[config.mk]
export PLATFORM = sky130hd
export DESIGN_NAME = rvfi_check_sequencer
export DESIGN_NICKNAME = d
export VERILOG_FILES = /design/src/rtl/rvfi_seq_pkg.sv /design/src/rtl/rvfi_popcount.sv /design/src/rtl/rvfi_check_sequencer.sv
export SDC_FILE = /design/constraint.sdc
export NUM_CORES = 1
export LEC_CHECK = 0
export ABC_CLOCK_PERIOD_IN_PS = 5300
export BUFFER_PORTS_ARGS = -buffer_cell sky130_fd_sc_hd__buf_4
export CORE_ASPECT_RATIO = 2
export CORE_MARGIN = 2
export CORE_UTILIZATION = 40
export DETAILED_ROUTE_END_ITERATION = 12
export PLACE_DENSITY_LB_ADDON = 0.08
export SLEW_MARGIN = 30
export SYNTH_ARGS = -nofsm -noshare
export SYNTH_HDL_FRONTEND = slang
export SYNTH_SLANG_ARGS = --single-unit
[constraint.sdc]
create_clock -name clock -period 5.3 [get_ports clock]
set_clock_uncertainty 0.15 [all_clocks]
set_input_delay 0.53 -clock clock [delete_from_list [all_inputs] [get_ports clock]]
set_output_delay 0.53 -clock clock [all_outputs]
set_load 0.02 [all_outputs]
[src/rtl/rvfi_seq_pkg.sv]
// Shared types and helpers for the riscv-formal check sequencer.
package rvfi_seq_pkg;

  typedef enum logic [1:0] {
    IDLE = 2'd0,
    RST  = 2'd1,
    RUN  = 2'd2,
    DONE = 2'd3
  } seq_state_t;

  localparam int CNT_W_DEFAULT = 16;

  // Adds two counts and clamps the sum at max_val, so a counter never wraps.
  function automatic logic [31:0] sat_add(input logic [31:0] a,
                                          input logic [31:0] b,
                                          input logic [31:0] max_val);
    logic [32:0] sum;
    sum = {1'b0, a} + {1'b0, b};
    return (sum > {1'b0, max_val}) ? max_val : sum[31:0];
  endfunction

endpackage

[src/rtl/rvfi_popcount.sv]
// Counts how many of the NRET retirement channels are valid in the current cycle.
module rvfi_popcount #(
  parameter int NRET = 1,
  localparam int OUT_W = $clog2(NRET + 1)
) (
  input  logic [NRET-1:0]  valid,
  output logic [OUT_W-1:0] count
);

  always_comb begin
    count = '0;
    for (int i = 0; i < NRET; i++) begin
      count = count + OUT_W'(valid[i]);
    end
  end

endmodule

[src/rtl/rvfi_check_sequencer.sv]
// Drives checker reset/trig/check strobes, counts retirements and flags a hang.
// Optional early check when RVFI_SEQ_EARLY_CHECK_EN is defined.
module rvfi_check_sequencer
  import rvfi_seq_pkg::*;
#(
  parameter int NRET         = 1,
  parameter int CNT_W        = CNT_W_DEFAULT,
  parameter int RESET_CYCLES = 1,
  parameter int TRIG_CYCLE   = 10,
  parameter int CHECK_CYCLE  = 20,
  parameter int MIN_RET      = 1
) (
  input  logic             clock,
  input  logic             reset,
  input  logic             start,
  input  logic [NRET-1:0]  rvfi_valid,
  output logic             chk_reset,
  output logic             chk_trig,
  output logic             chk_check,
  output logic [CNT_W-1:0] retire_count,
  output logic [CNT_W-1:0] cycle,
  output logic             done,
  output logic             hang
);

  localparam int POP_W = $clog2(NRET + 1);
  localparam int RST_W = ($clog2(RESET_CYCLES) < 1) ? 1 : $clog2(RESET_CYCLES);
  localparam logic [RST_W-1:0] RST_LOAD  = RST_W'(RESET_CYCLES - 1);
  localparam logic [31:0]      CNT_MAX   = 32'((64'd1 << CNT_W) - 64'd1);
  localparam logic [31:0]      MIN_RET_U = 32'(MIN_RET);
  localparam logic [CNT_W-1:0] TRIG_AT   = CNT_W'(TRIG_CYCLE);
  localparam logic [CNT_W-1:0] CHECK_AT  = CNT_W'(CHECK_CYCLE);
`ifdef RVFI_SEQ_EARLY_CHECK_EN
  localparam bit EARLY_EN = 1'b1;
`else
  localparam bit EARLY_EN = 1'b0;
`endif

  if (TRIG_CYCLE > CHECK_CYCLE) begin : g_bad_trig
    $error("rvfi_check_sequencer: TRIG_CYCLE must not exceed CHECK_CYCLE");
  end
  if (RESET_CYCLES == 0) begin : g_bad_reset
    $error("rvfi_check_sequencer: RESET_CYCLES must be at least 1");
  end
  if (longint'(CHECK_CYCLE) >= (longint'(1) << CNT_W)) begin : g_bad_check
    $error("rvfi_check_sequencer: CHECK_CYCLE does not fit in CNT_W bits");
  end

  seq_state_t       state, state_next;
  logic [RST_W-1:0] rst_cnt, rst_cnt_next;
  logic [CNT_W-1:0] cycle_next, retire_next, cycle_inc, retire_sum;
  logic [POP_W-1:0] pop;
  logic             chk_reset_next, chk_trig_next, chk_check_next, done_next, hang_next;
  logic             early_hit;

  rvfi_popcount #(.NRET(NRET)) u_popcount (
    .valid (rvfi_valid),
    .count (pop)
  );

  assign cycle_inc  = cycle + CNT_W'(1);
  assign retire_sum = CNT_W'(sat_add(32'(retire_count), 32'(pop), CNT_MAX));
  // Early check looks at the count as it will be registered in the next cycle.
  assign early_hit  = EARLY_EN && (cycle_inc >= TRIG_AT) && (32'(retire_sum) >= MIN_RET_U);

  // Strobes are computed one cycle ahead so every output comes straight from a flop.
  always_comb begin
    state_next     = state;
    rst_cnt_next   = rst_cnt;
    cycle_next     = cycle;
    retire_next    = retire_count;
    chk_reset_next = chk_reset;
    chk_trig_next  = 1'b0;
    chk_check_next = 1'b0;
    done_next      = done;
    hang_next      = hang;
    unique case (state)
      IDLE, DONE: begin
        if (start) begin
          state_next     = RST;
          rst_cnt_next   = RST_LOAD;
          cycle_next     = '0;
          retire_next    = '0;
          hang_next      = 1'b0;
          done_next      = 1'b0;
          chk_reset_next = 1'b1;
        end
      end
      RST: begin
        if (rst_cnt == '0) begin
          state_next     = RUN;
          chk_reset_next = 1'b0;
          chk_trig_next  = (TRIG_CYCLE == 0);
          chk_check_next = (CHECK_CYCLE == 0) ||
                           (EARLY_EN && (TRIG_CYCLE == 0) && (MIN_RET_U == 32'd0));
        end else begin
          rst_cnt_next = rst_cnt - RST_W'(1);
        end
      end
      RUN: begin
        retire_next = retire_sum;
        // The registered chk_check marks the check cycle; its own retirements are excluded.
        if (chk_check) begin
          state_next = DONE;
          done_next  = 1'b1;
          hang_next  = (32'(retire_count) < MIN_RET_U);
        end else begin
          cycle_next     = cycle_inc;
          chk_trig_next  = (cycle_inc == TRIG_AT);
          chk_check_next = (cycle_inc == CHECK_AT) || early_hit;
        end
      end
      default: state_next = IDLE;
    endcase
  end

  always_ff @(posedge clock or posedge reset) begin
    if (reset) begin
      state        <= IDLE;
      rst_cnt      <= '0;
      chk_reset    <= 1'b1;
      chk_trig     <= 1'b0;
      chk_check    <= 1'b0;
      retire_count <= '0;
      cycle        <= '0;
      done         <= 1'b0;
      hang         <= 1'b0;
    end else begin
      state        <= state_next;
      rst_cnt      <= rst_cnt_next;
      chk_reset    <= chk_reset_next;
      chk_trig     <= chk_trig_next;
      chk_check    <= chk_check_next;
      retire_count <= retire_next;
      cycle        <= cycle_next;
      done         <= done_next;
      hang         <= hang_next;
    end
  end

endmodule

# Word-level counts from Yosys, hierarchy flattened
# Cells that the tools add are included.
dict set report word_totals {
  out_inout_bits 37
  ff_bits 40
  word_cells 56
  in_bits 4
}
dict set report op_classes {
  n_eq_ne 9
  n_lt_le_gt_ge 2
  reduce_logical 10
  mux 23
  addsub 3
}
# cell n
set op_table {}
lappend op_table {{16-bit case mux with 2 select lines} 2}
lappend op_table {{16-bit 2-to-1 mux} 3}
lappend op_table {{16-bit by 1-bit adder with 17-bit output} 1}
lappend op_table {{17-bit by 16-bit greater-than comparator with 1-bit output, second input constant} 1}
lappend op_table {{16-bit by 1-bit adder with 16-bit output, second input constant} 1}
lappend op_table {{16-bit by 4-bit equality test with 1-bit output, second input constant} 1}
lappend op_table {{16-bit by 5-bit equality test with 1-bit output, second input constant} 1}
lappend op_table {{16-bit by 1-bit < comparator with 1-bit output, second input constant} 1}
lappend op_table {{3-bit AND reduction} 4}
lappend op_table {{1-bit 2-to-1 mux} 10}
lappend op_table {{2-bit != test, second input constant} 4}
lappend op_table {{1-bit case mux with 2 select lines} 4}
lappend op_table {{2-bit 2-to-1 mux} 3}
lappend op_table {{2-bit case mux with 3 select lines} 1}
lappend op_table {{2-bit equality test, second input constant} 2}
lappend op_table {{2-bit AND reduction} 2}
lappend op_table {{2-bit nonzero test} 2}
lappend op_table {{2-bit by 1-bit equality test with 1-bit output, second input constant} 1}
lappend op_table {{2-bit logical NOT} 1}
lappend op_table {{2-bit OR reduction} 1}
lappend op_table {{1-bit subtractor, second input constant} 1}

# Depth between registers and ports, before layout
# Gate-level depths: netlist of run 1.
dict set report depth {
  ltp_word 4
  mapped_depth 9
  depth_no_buf 7
}

# Hierarchy
# From an unflattened synthesis of run 1, not the netlist that was laid out.
dict set report hier_totals {
  hier_cells 298
  hier_area_um2 2536.2
}
# module n_inst cells_each seq_area_each_um2 area_each_um2
set by_module_without_submodules {}
lappend by_module_without_submodules {rvfi_check_sequencer 1 297 977.2 2528.7}
lappend by_module_without_submodules {rvfi_popcount 1 1 0.0 7.5}

# Worst setup path after synthesis of run 1
# No wires, ideal clock.
dict set report synth_timing {
  kind {flip-flop to flip-flop}
  startpoint {reg cycle[0]}
  endpoint {reg chk_check}
  path_stages_with_launch 8
  arrival_time_ns 1.827
  n_path_buf 1
  setup_slack_ns 3.228
  required_ns 5.055
  synth_period_minus_slack_ns 2.072
  setup_ns 0.095
  cell_sequence {dfrtp_1 -> ha_1 -> and3_1 -> buf_4 -> nand4_1 -> xor2_1 -> nand4_2 -> nor4b_2}
}
dict set report synth_between {
  elab_chain_len 4
}
# element line
set synth_lines {}
lappend synth_lines {{from (decl)} rvfi_check_sequencer.sv:21} ;# output logic [CNT_W-1:0] cycle,
lappend synth_lines {{from (signal assigned)} rvfi_check_sequencer.sv:135} ;# cycle <= cycle_next;
lappend synth_lines {{16-bit by 1-bit adder with 16-bit output} rvfi_check_sequencer.sv:61} ;# assign cycle_inc = cycle + CNT_W'(1);
lappend synth_lines {{16-bit by 5-bit equality test with 1-bit output} rvfi_check_sequencer.sv:110} ;# chk_check_next = (cycle_inc == CHECK_AT) || early_hit;
lappend synth_lines {{1-bit 2-to-1 mux} rvfi_check_sequencer.sv:103} ;# if (chk_check) begin
lappend synth_lines {{1-bit 2-to-1 mux} -}
lappend synth_lines {{named net chk_check_next} rvfi_check_sequencer.sv:53} ;# logic chk_reset_next, chk_trig_next, chk_check_next, done_next, hang_next;
lappend synth_lines {{to (signal assigned)} rvfi_check_sequencer.sv:133} ;# chk_check <= chk_check_next;
lappend synth_lines {{to (decl)} rvfi_check_sequencer.sv:19} ;# output logic chk_check,
# The timed path passes the listed nets, and every way through them passes these cells.
# A chain may end at the register's enable or synchronous reset.

# Worst setup path after layout of run 1
dict set report layout_timing {
  startpoint {reg state[0]}
  endpoint {reg cycle[7]}
}
dict set report layout_between {
  elab_chain_len 4
  word_cells_on_any_way 9
  classes_between {4 x eq/ne; 1 x mux; 4 x reduce/logical}
}
# element line
set layout_lines {}
lappend layout_lines {{from (decl)} rvfi_check_sequencer.sv:49} ;# seq_state_t state, state_next;
lappend layout_lines {{from (signal assigned)} rvfi_check_sequencer.sv:129} ;# state <= state_next;
lappend layout_lines {{2-bit equality test or 2-bit logical NOT (tied branches)} rvfi_check_sequencer.sv:77} ;# unique case (state)
lappend layout_lines {{2-bit OR reduction} rvfi_check_sequencer.sv:77}
lappend layout_lines {{2-bit != test (no line) or 2-bit nonzero test (tied branches)} -}
lappend layout_lines {{3-bit AND reduction (no line)} -}
# Several ways; a longest one is shown, not always the timed one.

==> metrics.yaml, run 1 <==
first_global_vias: 2274
post_synth_most_frequent_cells: "sky130_fd_sc_hd__o21ai_0, sky130_fd_sc_hd__dfrtp_1, sky130_fd_sc_hd__nand2_1, sky130_fd_sc_hd__a21oi_1, sky130_fd_sc_hd__nor2_1"
post_dp_cell_area_um2: 2758
post_cts_repair_setup_buffers: 0
unrepaired_setup_endpoints_after_global_routing: "no"
outcome: "finished, final reports clean"
tritoncts.num_buffers: 5
timing.setup.tns_ns: 0
stdcell_area_um2: 2914
setup.worst_path.class: "flip-flop to flip-flop"
post_synth_inst_count: 296
critical_path_end_type: "flip-flop"
critical_path.top_delay_family: "simple AND/OR/NAND/NOR gates"
avgSynthCellArea_um2: 8.302
power.leakage_nw: 1.278
tritoncts: "built"
critical_path.max_fanout: 26
post-synth-top-count-cell: "sky130_fd_sc_hd__o21ai_0"
place.gp.congestion: 0.8217
clock_latency_ns: 0.29
cts_resized: 0
core-area_um2: 5956
power.ir.vdd_worst_uv: 235.0
power_per_cell_area_nw_per_um2: 350.9
timing.max_slew.rel_slack_pct: 41.19
yosys_warnings: 0
synth_largest_type_area_fraction_pct: 38.70
hold_viol_final: 0
number_of_detailed_route_iterations_in_the_first_pass: 4
antenna_found_initial: 0
syn-cell-area_um2: 2457
synth-main-ff-cell: "sky130_fd_sc_hd__dfrtp_1"
floorplan.initialDensity_pct: 41.26
time_the_final_worst_path_needs_with_i_o_delays_and_setup_ns: 2.646
multi_input_area_um2: 1353
crit_slowest_cell: "sky130_fd_sc_hd__nand2_1"
hp-class: "input port to async pin"
floorplan_die_area_um2: 6824
final-setup-viol-count: 0
drc: 0
max_stage_delay_ns: 0.62
netlist.top_cell.by_area: "sky130_fd_sc_hd__dfrtp_1"
die_width_um: 59.42
crit_buf_inv: 1
core.rowCount: 40
via_count: 2350
grt_use_total_pct: 21.35
worst_pin_slew_ns: 0.8801
globalRoute.totalOverflow: 0
cts-root-to-sink-buffers: 2
clkSlewWorstSetupHoldPaths_ns: 0.06
fmax_ghz: 0.3779
die_h_um: 114.8
cts.htree.levels: 2
cts.sinks: 39
drive_gt1_share_pct: 17.74
fin_crit_sh_pct: 49.93
hold_ws_ns: 0.2129
timing.max_cap.violations: 0
synth_edf_count: 0
io_pins: 41
io_buffers: 40
clock_tree.root_cell: "sky130_fd_sc_hd__clkbuf_16"
yosys-top-cells-area: "sky130_fd_sc_hd__dfrtp_1, sky130_fd_sc_hd__o21ai_0, sky130_fd_sc_hd__a21oi_1"
cts_hold_buf: 0
routed_via_density: 6.026
total_power_mw: 1.023
drtAntennaViolNets: 0
first_pass_grt_wire_length_um: 10990
startpoint_class_of_the_critical_path: "flip-flop"
synthArstFlopShare_pct: 100.0
timing_max_transition_violations_final: 0
critPathArrivalTime_ns: 2.68
synth_fp_nets: 307
initialDrtViolationCount: 130
netlist-cell-type-count: 46
area_grow_syn2layout_pct: 18.58
crit_required_ns: 5.33
detail_route.wl_per_cell_um: 17.36
path_cells: "inv_1 > ha_1 > nand2b_1 > nand2_1 > a41oi_1 > o21ai_0 > o41ai_1"
dp_hpwl_um: 4814
antennaDiodeCount: 0
synth_seq_area_share_pct: 39.77
filler_cells_inserted: 580
synth_seq_cells: 39
register_area_um2: 977.2
design.final.nets: 337
grt_start_max_net_pins: 40
drt-total-wl_um: 6770
-- cell type report --
class                   count  share of cell area, %
multi-input cells         228                  46.41
well taps                  63                  2.705
clock buffers               8                  5.367
inverters                  11                  1.417
repair buffers             41                  10.56
flip-flops and latches     39                  33.53
-- worst min-delay path: cells and delay by family --
kind	cells	cell delay (ns)
buffers and inverters	3	0.59
-- kinds of logic after synthesis --
group	synth area share [%]
AO/OA/AOI/OAI	23.52
XOR/XNOR	1.782
adder cells (fa/ha/maj)	3.564
buffers and inverters	5.346
flip-flops	39.77
multiplexers	0.8147
AND/OR/NAND/NOR	25.20
-- state kept, by name, indices dropped and copies added (netlist names) --
| name | count |
|---|---|
| cycle | 16 |
| retire_count | 16 |
| state | 2 |
| chk_check | 1 |
| chk_reset | 1 |
| chk_trig | 1 |
| done | 1 |
| hang | 1 |
-- stage by stage --
stage	utilization (%)	instances	setup slack [ns]
after floorplan	-	296	3.228
after global placement	46.24	382	2.828
after detailed placement	46.30	382	2.674
after CTS	48.93	390	2.656
after global routing	48.93	390	2.494
final	48.93	390	2.654
-- per-layer routing --
metal,wire [µm],part of all wire [%],vias to the layer above,track usage [%]
met2,3850,57,51,38.68
met4,230,3.4,0,12.42
met3,200,3.0,13,3.825
met1,2489,37,1149,21.71
li1,-,-,1137,-
met5,0,0,-,0
-- report_power, final --
part	total (mW)	switching [mW]	leakage, nW	internal, mW
Combinational	0.348	0.249	0.668	0.0991
Clock	0.323	0.123	0.0772	0.200
Sequential	0.351	0.0291	0.534	0.322
-- worst paths after layout --
check / startpoint / to / slack [ns] / cells after the start
worst max-delay path: state[0] / cycle[7] / 2.65 / 7
worst min-delay path: reset / retire_count[9] / 0.21 / 3
worst max register to register: state[0] / cycle[7] / 2.65 / 7
worst min register to register: chk_reset / chk_reset / 0.35 / 2
max in group asynchronous: reset / chk_reset / 4.40 / 3
min in group clock: chk_reset / chk_reset / 0.35 / 2
-- layout by cell type, fill, tap and decap left out, types with 3 or more instances in the layout --
| cell | count |
|---|---|
| sky130_fd_sc_hd__and3_1 | 7 |
| sky130_fd_sc_hd__o31ai_1 | 9 |
| sky130_fd_sc_hd__nor2_1 | 23 |
| sky130_fd_sc_hd__dfrtp_1 | 38 |
| sky130_fd_sc_hd__nand4_1 | 6 |
| sky130_fd_sc_hd__a21oi_1 | 23 |
| sky130_fd_sc_hd__o21ai_0 | 40 |
| sky130_fd_sc_hd__nor4_1 | 4 |
| sky130_fd_sc_hd__and2_1 | 4 |
| sky130_fd_sc_hd__xor2_1 | 3 |
| sky130_fd_sc_hd__o41ai_1 | 3 |
| sky130_fd_sc_hd__a31oi_1 | 11 |
| sky130_fd_sc_hd__buf_4 | 41 |
| sky130_fd_sc_hd__nor3_1 | 5 |
| sky130_fd_sc_hd__and4_1 | 3 |
| sky130_fd_sc_hd__nand2b_1 | 3 |
| sky130_fd_sc_hd__ha_1 | 7 |
| sky130_fd_sc_hd__clkbuf_16 | 5 |
| sky130_fd_sc_hd__inv_1 | 11 |
| sky130_fd_sc_hd__nor4b_2 | 3 |
| sky130_fd_sc_hd__nand2_1 | 27 |
| sky130_fd_sc_hd__nand3_1 | 20 |
Power figures use the tool's default switching activity.
==> run 2: changes to the inputs <==
--- a/config.mk
+++ b/config.mk
@@ -5,7 +5,7 @@
 export SDC_FILE = /design/constraint.sdc
 export NUM_CORES = 1
 export LEC_CHECK = 0
-export ABC_CLOCK_PERIOD_IN_PS = 5300
+export ABC_CLOCK_PERIOD_IN_PS = 2700
 export BUFFER_PORTS_ARGS = -buffer_cell sky130_fd_sc_hd__buf_4
 export CORE_ASPECT_RATIO = 2
 export CORE_MARGIN = 2
==> constraint.sdc (replaced) <==
create_clock -name clock -period 2.7 [get_ports clock]
set_clock_uncertainty 0.15 [all_clocks]
set_input_delay 0.27 -clock clock [delete_from_list [all_inputs] [get_ports clock]]
set_output_delay 0.27 -clock clock [all_outputs]
set_load 0.02 [all_outputs]
==> metrics.yaml, run 2 (synthesis results as in run 1) <==
filler_cells_inserted: 588  # +1.4%
post_dp_cell_area_um2: 2796  # +1.4%
timing.rr.start: "cycle[0]"
hp-class: "input port to flip-flop"
timing_max_transition_violations_final: 0  # unchanged
timing.setup.tns_ns: 0  # unchanged
timing.max_slew.rel_slack_pct: 58.94  # +18 points
antennaDiodeCount: 0  # unchanged
outcome: "finished, final reports clean"
via_count: 2355  # +0.21%
fin_cells: 395  # +1.3%
place.gp.congestion: 0.8196  # -0.26%
power_frac_comb_pct: 35.5  # +1.5 points
startpoint: "cycle[0]"
floorplan.initialDensity_pct: 41.26  # unchanged
final_cell_mix: "sky130_fd_sc_hd__buf_4, sky130_fd_sc_hd__o21ai_0, sky130_fd_sc_hd__dfrtp_1"
netSwitchingPower_uw: 778.0  # +94%
final_core_util_pct: 49.60  # +0.67 points
min_from: "start"
total_power_mw: 2.010  # +97%
unrepaired_setup_endpoints_after_global_routing: "no"
drtAntennaViolNets: 0  # unchanged
tritoncts.num_buffers: 5  # unchanged
critical_path_end_type: "flip-flop"
rr_endpoint: "chk_trig"
fmax_ghz: 0.3952  # +4.6%
worst_pin_slew_ns: 0.6112  # -0.2688 ns
post-place-ws_ns: 0.2106  # -2.463 ns
fin_crit_sh_pct: 93.71  # +44 points
tritoncts: "built"
routed_via_density: 5.962  # -1.1%
cts.sinks: 39  # unchanged
die_width_um: 59.42  # unchanged
power_frac_seq_pct: 34.4  # about the same
place.detailed.instances: 386  # +1.0%
reg2reg_depth: 6  # -1
time_the_final_worst_path_needs_with_i_o_delays_and_setup_ns: 2.530  # -0.1163 ns
critPathArrivalTime_ns: 2.52  # -0.16 ns
power.ir.vdd_worst_uv: 441.3  # +88%
detail_route.wl_per_cell_um: 17.23  # -0.77%
internal_power_mw: 1.232  # +98%
dp_hpwl_um: 4852  # +0.78%
hold_ws_ns: 0.1411  # -0.07181 ns
layout_commonest_cell: "sky130_fd_sc_hd__buf_4"
first_global_vias: 2285  # +0.48%
drive_gt1_share_pct: 18.37  # +0.64 points
startpoint_class_of_the_critical_path: "flip-flop"
largest_registers: "cycle x16, retire_count x16, state x2"
power.clock.fraction_pct: 30.1  # -1.5 points
design.final.nets: 342  # +1.5%
initialDrtViolationCount: 117  # -10%
io_buffers: 40  # unchanged
drc: 0  # unchanged
cts_resized: 0  # unchanged
path_cells: "ha_1 > nand3_1 > nor2_1 > nor3_1 > o32ai_1 > nor4b_2"
r2r_setup_slack_ns: 0.17  # -2.48 ns
hold_viol_final: 0  # unchanged
cts-root-to-sink-buffers: 2  # unchanged
power.leakage_nw: 1.304  # +2.0%
drt-total-wl_um: 6804  # +0.50%
area_grow_syn2layout_pct: 20.21
clock_tree.root_cell: "sky130_fd_sc_hd__clkbuf_16"
antenna_found_initial: 0  # unchanged
timing.max_cap.violations: 0  # unchanged
power_per_cell_area_nw_per_um2: 680.3  # +94%
die_h_um: 114.8  # unchanged
final-setup-viol-count: 0  # unchanged
grt_use_total_pct: 21.64  # +0.29 points
clkSlewWorstSetupHoldPaths_ns: 0.06  # about the same
io_pins: 41  # unchanged
globalRoute.totalOverflow: 0  # unchanged
grt_start_max_net_pins: 40  # unchanged
stdcell_area_um2: 2954  # +1.4%
core-area_um2: 5956  # unchanged
first_pass_grt_wire_length_um: 11230  # +2.1%
setup.worst_path.class: "flip-flop to flip-flop"
netSwitchingFraction_pct: 38.71  # -0.47 points
min_path_cells: 4
core.rowCount: 40  # unchanged
floorplan_die_area_um2: 6824  # unchanged
number_of_detailed_route_iterations_in_the_first_pass: 5  # +1
cts.htree.levels: 2  # unchanged
crit_required_ns: 2.69  # -2.64 ns
max_stage_delay_ns: 0.53  # -0.09 ns
crit_slowest_cell: "sky130_fd_sc_hd__o32ai_1"
post-route-worst-setup-slack_ns: 0.1698  # -2.484 ns
clock_latency_ns: 0.29  # about the same
critical_path.max_fanout: 9  # -65%
hold_end: "chk_reset"
==> run 2: area by class of cell <==
type	instances	area, µm²	share of cell area, %
well taps	63	78.83	2.668
clock inverters	1	5.005	0.1694
multi-input cells	228	1349	45.66
repair buffers	46	360.3	12.20
clock buffers	7	142.6	4.828
inverters	11	41.29	1.398
flip-flops and latches	39	977.2	33.08
==> run 2: how the worst max path moves through the flow <==
stage / endpoint / cells past startpoint
final: chk_trig / 6
after floorplan: chk_check / 7
after CTS: chk_trig / 6
after global routing: chk_trig / 6
after detailed placement: chk_trig / 6
after global placement: chk_trig / 6
==> run 2: critical path: cells and delay by family, from the launching register on <==
family	cells	cell delay, ns
simple gates	4	0.87
compound gates	1	0.53
flops	1	0.49
fa+ha+maj	1	0.34
==> run 2: metal layers <==
metal	part of all wire, %	vias to the layer above	wire length [µm]	GRT usage (%)
met5	0	-	0	0
met2	55	59	3750	38.39
met4	4.2	0	285	11.52
met3	2.9	24	197	4.049
met1	38	1122	2570	23.19
li1	-	1150	-	-
==> run 2: power by group through the flow <==
stage               Sequential, mW  Clock (mW)  Combinational (mW)
CTS                          0.691       0.629               0.719
floorplan                    0.719           0               0.457
detailed placement           0.701           0               0.715
global placement             0.699           0               0.721
finish                       0.690       0.606               0.714
global route                 0.699       0.646               0.794
==> run 2: repair_timing <==
action / CTS / global route
buffers inserted: 0 / 0
hold endpoints to repair: 38 / 0
hold buffers: 1 / 0
==> run 3: changes to the inputs <==
--- a/config.mk
+++ b/config.mk
@@ -12,6 +12,7 @@
 export CORE_UTILIZATION = 40
 export DETAILED_ROUTE_END_ITERATION = 12
 export PLACE_DENSITY_LB_ADDON = 0.08
+export RECOVER_POWER = 50
 export SLEW_MARGIN = 30
 export SYNTH_ARGS = -nofsm -noshare
 export SYNTH_HDL_FRONTEND = slang
==> metrics.yaml, run 3 (synthesis results as in run 1) <==
cts.htree.levels: 2  # unchanged
post-place-ws_ns: 0.2106  # unchanged
critPathArrivalTime_ns: 2.52  # about the same
register_area_um2: 977.2  # unchanged
hold_viol_final: 0  # unchanged
time_the_final_worst_path_needs_with_i_o_delays_and_setup_ns: 2.529  # -0.001382 ns
tritoncts.num_buffers: 5  # unchanged
critical_path.max_fanout: 9  # unchanged
timing.max_cap.violations: 0  # unchanged
die_h_um: 114.8  # unchanged
clkSlewWorstSetupHoldPaths_ns: 0.06  # about the same
final-setup-viol-count: 0  # unchanged
floorplan_die_area_um2: 6824  # unchanged
unrepaired_setup_endpoints_after_global_routing: "no"
detail_route.wl_per_cell_um: 17.26  # +0.21%
drc: 0  # unchanged
antenna_found_initial: 0  # unchanged
antennaDiodeCount: 0  # unchanged
fin_cells: 395  # unchanged
multi_input_area_um2: 1349  # unchanged
first_pass_grt_wire_length_um: 11230  # unchanged
cts_resized: 0  # unchanged
power_frac_seq_pct: 34.6  # +0.2 points
timing.max_slew.rel_slack_pct: 32.63  # -26 points
fin_crit_sh_pct: 93.66  # about the same
drtAntennaViolNets: 0  # unchanged
floorplan.initialDensity_pct: 41.26  # unchanged
power.leakage_nw: 1.231  # -5.6%
via_count: 2357  # +0.085%
startpoint_class_of_the_critical_path: "flip-flop"
post-route-worst-setup-slack_ns: 0.1712  # +0.001382 ns
initialDrtViolationCount: 112  # -4.3%
netSwitchingFraction_pct: 38.91  # +0.20 points
area_grow_syn2layout_pct: 17.52
first_global_vias: 2285  # unchanged
dp_hpwl_um: 4852  # unchanged
timing_max_transition_violations_final: 0  # unchanged
power_per_cell_area_nw_per_um2: 691.8  # +1.7%
clock_tree.root_cell: "sky130_fd_sc_hd__clkbuf_16"
post_dp_cell_area_um2: 2796  # unchanged
outcome: "finished, final reports clean"
die_width_um: 59.42  # unchanged
setup.worst_path.class: "flip-flop to flip-flop"
hp-class: "input port to flip-flop"
grt_use_total_pct: 21.64  # unchanged
post_cts_repair_setup_buffers: 0  # unchanged
io_buffers: 40  # unchanged
stdcell_area_um2: 2888  # -2.2%
tritoncts: "built"
netSwitchingPower_uw: 777.4  # about the same
filler_cells_inserted: 596  # +1.4%
critical_path_end_type: "flip-flop"
layout_commonest_cell: "sky130_fd_sc_hd__o21ai_0"
cts.sinks: 39  # unchanged
power_frac_comb_pct: 35.1  # -0.4 points
io_pins: 41  # unchanged
clock_latency_ns: 0.29  # about the same
number_of_detailed_route_iterations_in_the_first_pass: 4  # -1
cts-root-to-sink-buffers: 2  # unchanged
worst_pin_slew_ns: 1.011  # +0.3994 ns
fmax_ghz: 0.3954  # about the same
cts_hold_buf: 1  # unchanged
internal_power_mw: 1.220  # -0.92%
timing.setup.tns_ns: 0  # unchanged
grt_start_max_net_pins: 40  # unchanged
final_cell_mix: "sky130_fd_sc_hd__o21ai_0, sky130_fd_sc_hd__dfrtp_1, sky130_fd_sc_hd__nand2_1"
place.detailed.instances: 386  # unchanged
power.ir.vdd_worst_uv: 441.8  # +0.12%
core-area_um2: 5956  # unchanged
routed_via_density: 5.967  # about the same
place.gp.congestion: 0.8196  # unchanged
crit_required_ns: 2.69  # about the same
core.rowCount: 40  # unchanged
drive_gt1_share_pct: 13.25  # -5.1 points
drt-total-wl_um: 6818  # +0.21%
final_core_util_pct: 48.49  # -1.1 points
largest_registers: "cycle x16, retire_count x16, state x2"
design.final.nets: 342  # unchanged
power.clock.fraction_pct: 30.4  # +0.3 points
globalRoute.totalOverflow: 0  # unchanged
-- run 3: changes by cell type in the layout (fill, tap and decap cells not counted), sizes merged --
| cell | delta |
|---|---|
| clkbuf | +19 |
| buf | -19 |
-- run 3: final timing paths --
check | start | endpoint | slack (ns) | depth (start not counted)
min in group asynchronous | reset | retire_count[4] | 0.70 | 4
worst max-delay path | cycle[0] | chk_trig | 0.17 | 6
worst min register to register | chk_reset | chk_reset | 0.35 | 2
worst min-delay path | start | chk_reset | 0.14 | 4
max in group asynchronous | reset | cycle[0] | 1.06 | 4
worst max register to register | cycle[0] | chk_trig | 0.17 | 6
-- run 3: stage by stage --
| step | total power [mW] | hold slack, ns |
|---|---|---|
| 4_1_cts | 2.039 | 0.1332 |
| 3_5_place_dp | 1.416 | 0.3024 |
| 3_3_place_gp | 1.420 | 0.2933 |
| 2_1_floorplan | 1.177 | 0.2852 |
| 6_report | 1.998 | 0.1409 |
| 5_1_grt | 2.128 | 0.1777 |
-- run 3: cell type report --
class                      instances  area share, %
clock buffer                       7          4.939
clock inverter                     1         0.1733
inverter                          11          1.430
multi-input combinational        228          46.71
sequential                        39          33.84
tap                               63          2.730
timing repair buffer              46          10.18
-- run 3: critical path, stage by stage (launching register included) --
cell	delay [ns]
sky130_fd_sc_hd__dfrtp_1	0.49
sky130_fd_sc_hd__ha_1	0.34
sky130_fd_sc_hd__nand3_1	0.24
sky130_fd_sc_hd__nor2_1	0.42
sky130_fd_sc_hd__nor3_1	0.10
sky130_fd_sc_hd__o32ai_1	0.53
sky130_fd_sc_hd__nor4b_2	0.12
-- run 3: power groups by stage --
stage          clock [mW]  combinational (mW)  sequential (mW)
2_1_floorplan           0               0.457            0.719
3_3_place_gp            0               0.721            0.699
3_5_place_dp            0               0.715            0.701
4_1_cts             0.629               0.719            0.691
5_1_grt             0.646               0.782            0.699
6_report            0.606               0.701            0.690
-- run 3: routing by layer --
layer	vias to the layer above	part of all wire, %	GRT usage (%)
li1	1151	-	-
met1	1134	38	23.19
met2	55	56	38.39
met3	17	3.2	4.049
met4	0	3.5	11.52
met5	-	0	0
